`src/rtl/int_to_fp_pipe.sv`:
```
// Pipelined integer to IEEE-754-style float converter with four rounding modes and inexact/overflow flags.
// Latency: 3 cycles from an accepted operand to o_out_valid; one result per cycle when not stalled.
// Backpressure: one global stall; all stages freeze while o_out_valid & !i_out_ready, and o_in_ready drops with it.
module int_to_fp_pipe #(
    parameter int INT_SIZE      = 32,
    parameter int EXPONENT_SIZE = 8,
    parameter int MANTISSA_SIZE = 23,
    parameter int PRECISION     = 1 + EXPONENT_SIZE + MANTISSA_SIZE
) (
    input  logic                 i_clk,
    input  logic                 i_reset,
    input  logic                 i_in_valid,
    output logic                 o_in_ready,
    input  logic [INT_SIZE-1:0]  i_int,
    input  logic                 i_is_signed,
    input  logic [1:0]           i_rnd_mode,
    output logic                 o_out_valid,
    input  logic                 i_out_ready,
    output logic [PRECISION-1:0] o_fp,
    output logic                 o_inexact,
    output logic                 o_overflow
);

    // Width of the leading-one index (0 .. INT_SIZE-1).
    localparam int PW = (INT_SIZE > 1) ? $clog2(INT_SIZE) : 1;
    // Normaliser working width: operand plus room for fraction, guard and one spare bit.
    localparam int NW = INT_SIZE + MANTISSA_SIZE + 2;
    // Shift amount width; the largest shift is INT_SIZE-1.
    localparam int SW = $clog2(NW + 1);
    // Exponent arithmetic width; two spare bits so bias + p + carry can never wrap.
    localparam int EW = ((EXPONENT_SIZE > PW) ? EXPONENT_SIZE : PW) + 2;

    localparam logic [EW-1:0] BIAS    = EW'((1 << (EXPONENT_SIZE - 1)) - 1);
    localparam logic [EW-1:0] EXP_MAX = EW'((1 << EXPONENT_SIZE) - 1);

    typedef enum logic [1:0] {
        RM_RNE = 2'b00,
        RM_RTZ = 2'b01,
        RM_RDN = 2'b10,
        RM_RUP = 2'b11
    } rnd_t;

    // ------------------------------------------------------------------
    // Pipeline control
    // ------------------------------------------------------------------
    logic w_advance;

    logic                     r1_vld;
    logic                     r1_sign;
    logic [INT_SIZE-1:0]      r1_mag;
    rnd_t                     r1_rnd;

    logic                     r2_vld;
    logic                     r2_sign;
    logic                     r2_zero;
    logic [PW-1:0]            r2_p;
    logic [MANTISSA_SIZE-1:0] r2_frac;
    logic                     r2_guard;
    logic                     r2_sticky;
    rnd_t                     r2_rnd;

    logic                     r3_vld;
    logic [PRECISION-1:0]     r_fp;
    logic                     r_inexact;
    logic                     r_overflow;

    // The whole pipe moves together unless a finished result is waiting on the consumer.
    assign w_advance   = !r3_vld || i_out_ready;
    assign o_in_ready  = w_advance;
    assign o_out_valid = r3_vld;
    assign o_fp        = r_fp;
    assign o_inexact   = r_inexact;
    assign o_overflow  = r_overflow;

    // ------------------------------------------------------------------
    // Stage 1: sign and magnitude
    // ------------------------------------------------------------------
    logic                w_sign;
    logic [INT_SIZE-1:0] w_mag;

    // Two's-complement negate wraps the most negative value onto 2^(INT_SIZE-1), which is its true magnitude.
    assign w_sign = i_is_signed & i_int[INT_SIZE-1];
    assign w_mag  = w_sign ? ((~i_int) + INT_SIZE'(1)) : i_int;

    // Stage 1 register; data only loads with a real operand so held bubbles keep old contents.
    always_ff @(posedge i_clk) begin
        if (i_reset) begin
            r1_vld  <= 1'b0;
            r1_sign <= 1'b0;
            r1_mag  <= '0;
            r1_rnd  <= RM_RNE;
        end else if (w_advance) begin
            r1_vld <= i_in_valid;
            if (i_in_valid) begin
                r1_sign <= w_sign;
                r1_mag  <= w_mag;
                r1_rnd  <= rnd_t'(i_rnd_mode);
            end
        end
    end

    // ------------------------------------------------------------------
    // Stage 2: leading-one detect and normalise
    // ------------------------------------------------------------------
    logic [PW-1:0]            w_lead;
    logic                     w_zero;
    logic [SW-1:0]            w_shamt;
    logic [NW-1:0]            w_ext;
    logic [NW-2:0]            w_norm;
    logic [MANTISSA_SIZE-1:0] w_frac;
    logic                     w_guard;
    logic                     w_sticky;

    // Priority scan from LSB upward so the highest set bit wins.
    always_comb begin
        w_lead = '0;
        for (int i = 0; i < INT_SIZE; i++) begin
            if (r1_mag[i]) begin
                w_lead = PW'(i);
            end
        end
    end

    assign w_zero  = ~|r1_mag;
    assign w_shamt = SW'(INT_SIZE - 1) - SW'(w_lead);
    assign w_ext   = {r1_mag, {(MANTISSA_SIZE + 2){1'b0}}};
    // After the shift the leading one sits in the top bit (the hidden bit), which is dropped here.
    assign w_norm  = (NW - 1)'(w_ext << w_shamt);

    // Zero padding below the operand makes guard/sticky naturally 0 when p <= MANTISSA_SIZE.
    assign w_frac   = w_norm[NW-2 -: MANTISSA_SIZE];
    assign w_guard  = w_norm[NW-2-MANTISSA_SIZE];
    assign w_sticky = |w_norm[NW-3-MANTISSA_SIZE:0];

    // Stage 2 register holding the normalised fields ready for rounding.
    always_ff @(posedge i_clk) begin
        if (i_reset) begin
            r2_vld    <= 1'b0;
            r2_sign   <= 1'b0;
            r2_zero   <= 1'b0;
            r2_p      <= '0;
            r2_frac   <= '0;
            r2_guard  <= 1'b0;
            r2_sticky <= 1'b0;
            r2_rnd    <= RM_RNE;
        end else if (w_advance) begin
            r2_vld <= r1_vld;
            if (r1_vld) begin
                r2_sign   <= r1_sign;
                r2_zero   <= w_zero;
                r2_p      <= w_lead;
                r2_frac   <= w_frac;
                r2_guard  <= w_guard;
                r2_sticky <= w_sticky;
                r2_rnd    <= r1_rnd;
            end
        end
    end

    // ------------------------------------------------------------------
    // Stage 3: round, range check, pack
    // ------------------------------------------------------------------
    logic                     w_inc;
    logic                     w_inc_rne;
    logic                     w_carry;
    logic                     w_carry_rne;
    logic [MANTISSA_SIZE-1:0] w_frac_rnd;
    logic [EW-1:0]            w_exp_base;
    logic [EW-1:0]            w_exp;
    logic [EW-1:0]            w_exp_rne;
    logic                     w_ovf;
    logic                     w_sat;
    logic [PRECISION-1:0]     w_fp;
    logic                     w_inexact;
    logic                     w_overflow;

    // Round-up decision for the selected mode.
    always_comb begin
        w_inc = 1'b0;
        case (r2_rnd)
            RM_RNE:  w_inc = r2_guard & (r2_sticky | r2_frac[0]);
            RM_RTZ:  w_inc = 1'b0;
            RM_RDN:  w_inc = r2_sign & (r2_guard | r2_sticky);
            RM_RUP:  w_inc = !r2_sign & (r2_guard | r2_sticky);
            default: w_inc = 1'b0;
        endcase
    end

    assign w_inc_rne   = r2_guard & (r2_sticky | r2_frac[0]);
    // A carry out of the fraction only happens from an all-ones fraction; the sum then wraps to zero.
    assign w_carry     = w_inc & (&r2_frac);
    assign w_carry_rne = w_inc_rne & (&r2_frac);
    assign w_frac_rnd  = r2_frac + MANTISSA_SIZE'(w_inc);

    assign w_exp_base = BIAS + EW'(r2_p);
    assign w_exp      = w_exp_base + EW'(w_carry);
    assign w_exp_rne  = w_exp_base + EW'(w_carry_rne);

    // Out of range if the mode's own rounding lands on the reserved exponent, or if the value is
    // already past the round-to-nearest threshold; truncating modes then saturate but still flag it.
    assign w_ovf = (w_exp >= EXP_MAX) || (w_exp_rne >= EXP_MAX);

    // Overflowing modes that round toward zero for this sign saturate to max-finite instead of inf.
    always_comb begin
        w_sat = 1'b0;
        case (r2_rnd)
            RM_RNE:  w_sat = 1'b0;
            RM_RTZ:  w_sat = 1'b1;
            RM_RDN:  w_sat = !r2_sign;
            RM_RUP:  w_sat = r2_sign;
            default: w_sat = 1'b0;
        endcase
    end

    // Final result selection: zero, overflow (inf or max-finite), or the normally rounded value.
    always_comb begin
        w_fp       = {r2_sign, w_exp[EXPONENT_SIZE-1:0], w_frac_rnd};
        w_inexact  = r2_guard | r2_sticky;
        w_overflow = 1'b0;
        if (r2_zero) begin
            w_fp      = '0;
            w_inexact = 1'b0;
        end else if (w_ovf) begin
            w_overflow = 1'b1;
            w_inexact  = 1'b1;
            if (w_sat) begin
                w_fp = {r2_sign, {(EXPONENT_SIZE - 1){1'b1}}, 1'b0, {MANTISSA_SIZE{1'b1}}};
            end else begin
                w_fp = {r2_sign, {EXPONENT_SIZE{1'b1}}, {MANTISSA_SIZE{1'b0}}};
            end
        end
    end

    // Output register; holds its value whenever the pipe is stalled or a bubble passes.
    always_ff @(posedge i_clk) begin
        if (i_reset) begin
            r3_vld     <= 1'b0;
            r_fp       <= '0;
            r_inexact  <= 1'b0;
            r_overflow <= 1'b0;
        end else if (w_advance) begin
            r3_vld <= r2_vld;
            if (r2_vld) begin
                r_fp       <= w_fp;
                r_inexact  <= w_inexact;
                r_overflow <= w_overflow;
            end
        end
    end

endmodule

```
`config.mk`:
```
export PLATFORM = sky130hd
export DESIGN_NAME = int_to_fp_pipe
export DESIGN_NICKNAME = d
export VERILOG_FILES = /design/src/rtl/int_to_fp_pipe.sv
export SDC_FILE = /design/constraint.sdc
export NUM_CORES = 1
export LEC_CHECK = 0
export CORE_ASPECT_RATIO = 1.5
export CORE_MARGIN = 2
export CORE_UTILIZATION = 50
export DETAILED_ROUTE_END_ITERATION = 7
export PLACE_DENSITY = 0.74
export SLEW_MARGIN = 40
export SYNTH_ARGS = -nofsm -noshare
export SYNTH_HDL_FRONTEND = slang
export SYNTH_SLANG_ARGS = --single-unit
```
`constraint.sdc`:
```
create_clock -name i_clk -period 3.2 [get_ports i_clk]
set_input_delay 0.64 -clock i_clk [delete_from_list [all_inputs] [get_ports i_clk]]
set_output_delay 0.64 -clock i_clk [all_outputs]
set_load 0.01 [all_outputs]
```
==> reports/results.md <==
| Item | Reported |
|:---|:---|
| Startpoint kind of the worst setup timing path | flip-flop |
| Site Rows | 54 |
| DRT iter0 DRCs | 470 |
| CP Class | reg2reg |
| Met2 global-route usage | 0.485 |
| Number of remaining DRC errors | 0 |
| Outcome | completed |
| Endpoint with the worst hold slack | r2_rnd[1]$_SDFFE_PP0P_ |
| Timing-limited maximum frequency | 324 MHz |
| Met1 demand-to-capacity share in global routing | 0.319 |
| Unique masters post-synth | 73 |
| Post-synthesis register bit count | 106 |
| Sink count of the clock tree | 106 |
| Share of async-settable or async-resettable flops after synthesis | 0 |
| DIE AREA | 15600 um2 |
| Number of placed I/O pins | 75 |
| Placeable core region | 14400 um2 |
| Slack of the worst reg-to-reg path | 110 ps |
| Syn_nets | 982 |
| Worst hold slack across all endpoints | 457 ps |
| Largest net degree at the start of global routing | 52 |
| Clock H-tree levels | 3 |
| Area overhead of the layout relative to synthesis | 23.4% |
| Number of enable flip-flop cells after synthesis | 0 |
| Die X-Extent | 103 um |
| Antenna violations before repair | 0 |
| Grt total ovfl | 0 |
| Final sum of negative setup slack | 0 ps |
| Final standard cell count with taps included and fillers excluded | 1236 |
| Clock tree from TritonCTS | done |
| Global Route met3 Usage | 0.0455 |
| Total of endpoints with negative setup slack in the final report | 0 |
| Buffer cell driving the clock tree root | clkbuf_16 |
| P per Cell Area | 486 nW/um2 |
| Total length of routed wires | 21900 um |
| Wire length per cell | 17.7 um |
| Most used flip-flop cell after synthesis | dfxtp_1 |
| Actual transition at the worst max-transition pin | 715 ps |
| Startpoint of the most critical register-to-register path | r1_mag[18]$_SDFFE_PP0P_ |
| Normalized max-slew margin | 0.520 |
| Area of the mapped netlist | 7280 um2 |
| Clock latency on the worst-skew pair | 360 ps |
| Final slew viol count | 0 |
| Remaining antenna violation count after routing | 0 |
| Initial core utilization | 0.506 |
| Detailed-routing iteration count for the pre-antenna-repair pass | 5 |
| Worst clock skew | 11.2 ps |
| Total track usage | 0.283 |
| Worst Path Required | 3420 ps |
| Number of buffers created by CTS | 9 |
| Final Hold Viols | 0 |
| Unrepaired setup endpoints after global routing | false |
| Most common cell after layout, fill and taps aside | nor2_1 |
| Period utilization | 0.965 |
| Leading cell types by total area after synthesis | dfxtp_1 (29%), nor2_1 (6.7%), nand2_1 (4.6%) |
| Global-route layer with the greatest usage | met2 |
| Sequential element share of the synthesized area | 0.291 |
| Clock-pin slew on the worst setup and hold paths | 70 ps |
| DP Cell Count | 1221 |
| Fraction of layout instances using a drive strength above 1 | 0.148 |
| Worst reg-to-reg path cell count | 8 |
| Max-Cap Viols | 0 |
| Highest-count cells in the layout ignoring fill and taps | nor2_1 (130), dfxtp_1 (105), nand2_1 (90) |
| Placer congestion estimate | 0.968 |
| HPWL Detailed | 17000 um |
| Worst min path class | reg2reg |
| Beginning of the worst hold path | r1_rnd[1]$_SDFFE_PP0P_ |
| Global-route wire length before repair | 35400 um |
| Post-synthesis cell type with the largest combined area | dfxtp_1 |
| Average via count per standard cell | 6.04 |
| Number of buffers inserted by port buffering | 74 |
| Net count, final | 1081 |
| Min setup slack post-route | 111 ps |
| Leakage power of the design | 3.32 nW |
| Number of global-route vias before repair | 7000 |
| Worst EP arrival | 3310 ps |
| Cell count of the worst hold path | 2 |
| Peak ir drop on the vdd network | 0.275 mV |
| Die boundary height | 152 um |
| Post-synth top area share | 0.291 |
| Minimum setup slack after placement | -71.6 ps |
| Number of warning messages in the yosys log | 0 |
| Average cell area after synthesis | 7.77 um2 |
| CP max FO | 6 |
| Element type at the critical path end | flip-flop |
| Via total after detailed routing | 7469 |
| Clock buffer depth | 2 |
| Post-layout minimum cycle time | 3090 ps |
| Critical register-to-register path endpoint | r2_frac[21]$_SDFFE_PP0P_ |
| N_diodes | 0 |
| Number of standard cells after synthesis | 937 |
[area by class of cell]
class	instances	area, um2
inverter	24	90.1
clock inverter	5	62.6
sequential	106	2120
timing repair buffer	163	1440
tap	196	245
clock buffer	10	239
fill	1333	5410
multi-input combinational	732	4780
[registers in the layout, indices dropped and copies added, names as in the netlist, 2 cells and up]
signal / cells
r2_frac: 23
r2_p: 5
o_fp: 32
r1_mag: 32
r2_rnd: 2
r1_rnd: 2
[cells by family (layout without fill, tap and decap cells)]
group	Yosys count	count (layout)	synth area share
AND/OR/NAND/NOR	364	364	0.233
AO/OA/AOI/OAI	263	263	0.256
flip-flops	106	106	0.291
buffers and inverters	99	202	0.0572
multiplexers	51	51	0.0945
XOR/XNOR	48	48	0.0577
adder cells (fa/ha/maj)	6	6	0.0103
[routing by layer]
metal | share of wire | vias to the layer above
met3 | 0.041 | 97
met4 | 0.069 | 0
met1 | 0.38 | 3434
li1 | - | 3660
met2 | 0.51 | 278
met5 | 0 | -
[how the worst max path moves through the flow]
stage                             from                        to  slack, ps  depth (start not counted)
6_report       r1_mag[18]$_SDFFE_PP0P_  r2_frac[21]$_SDFFE_PP0P_        110                          8
5_1_grt         r1_mag[5]$_SDFFE_PP0P_  r2_frac[22]$_SDFFE_PP0P_          8                         10
4_1_cts        r1_mag[18]$_SDFFE_PP0P_  r2_frac[21]$_SDFFE_PP0P_          4                          8
3_5_place_dp   r1_mag[18]$_SDFFE_PP0P_  r2_frac[21]$_SDFFE_PP0P_        -70                          8
3_3_place_gp   r1_mag[18]$_SDFFE_PP0P_  r2_frac[21]$_SDFFE_PP0P_          2                          8
2_1_floorplan  r1_mag[16]$_SDFFE_PP0P_  r2_frac[15]$_SDFFE_PP0P_        200                         10
[critical path, cell delays in order, from the launching register on]
cell and delay (ps):
dfxtp_1 310, or4_4 550, or3_4 370, a311o_1 410, a31o_2 310, a2bb2oi_1 170, mux2_2 310, a2111oi_4 390
a311oi_1 140
[per-stage QoR]
stage,instance area (um2),util,power (W)
final,8980,0.624,0.00437
after global routing,8980,0.624,0.00457
after CTS,8960,0.623,0.00433
after detailed placement,8660,0.602,0.00319
after global placement,8660,0.602,0.00318
after floorplan,7280,-,0.00258
[synthesized netlist by cell type, drive strengths merged, types with 12 or more instances]
cell type    n
clkbuf      58
a211oi      28
nor4        15
nor3        28
buf         17
mux2i       26
xnor2       29
nand3       27
mux2        12
mux4        13
o21ai       45
or3         15
nand2       90
dfxtp      106
a21oi       57
xor2        19
a22oi       39
inv         23
nor2       131
[report_power, final]
part	total, W	internal (W)	switching, W
Sequential	0.00150	0.00140	0.0000935
Combinational	0.00172	0.000770	0.000948
Clock	0.00115	0.000631	0.000522
[what timing repair did]
action                                  CTS  global route
endpoints found under the setup margin    1             4
gates resized for setup                   1             4
hold buffers                              0             0
setup buffers                             0             0
(Power assumes the default switching activity.)
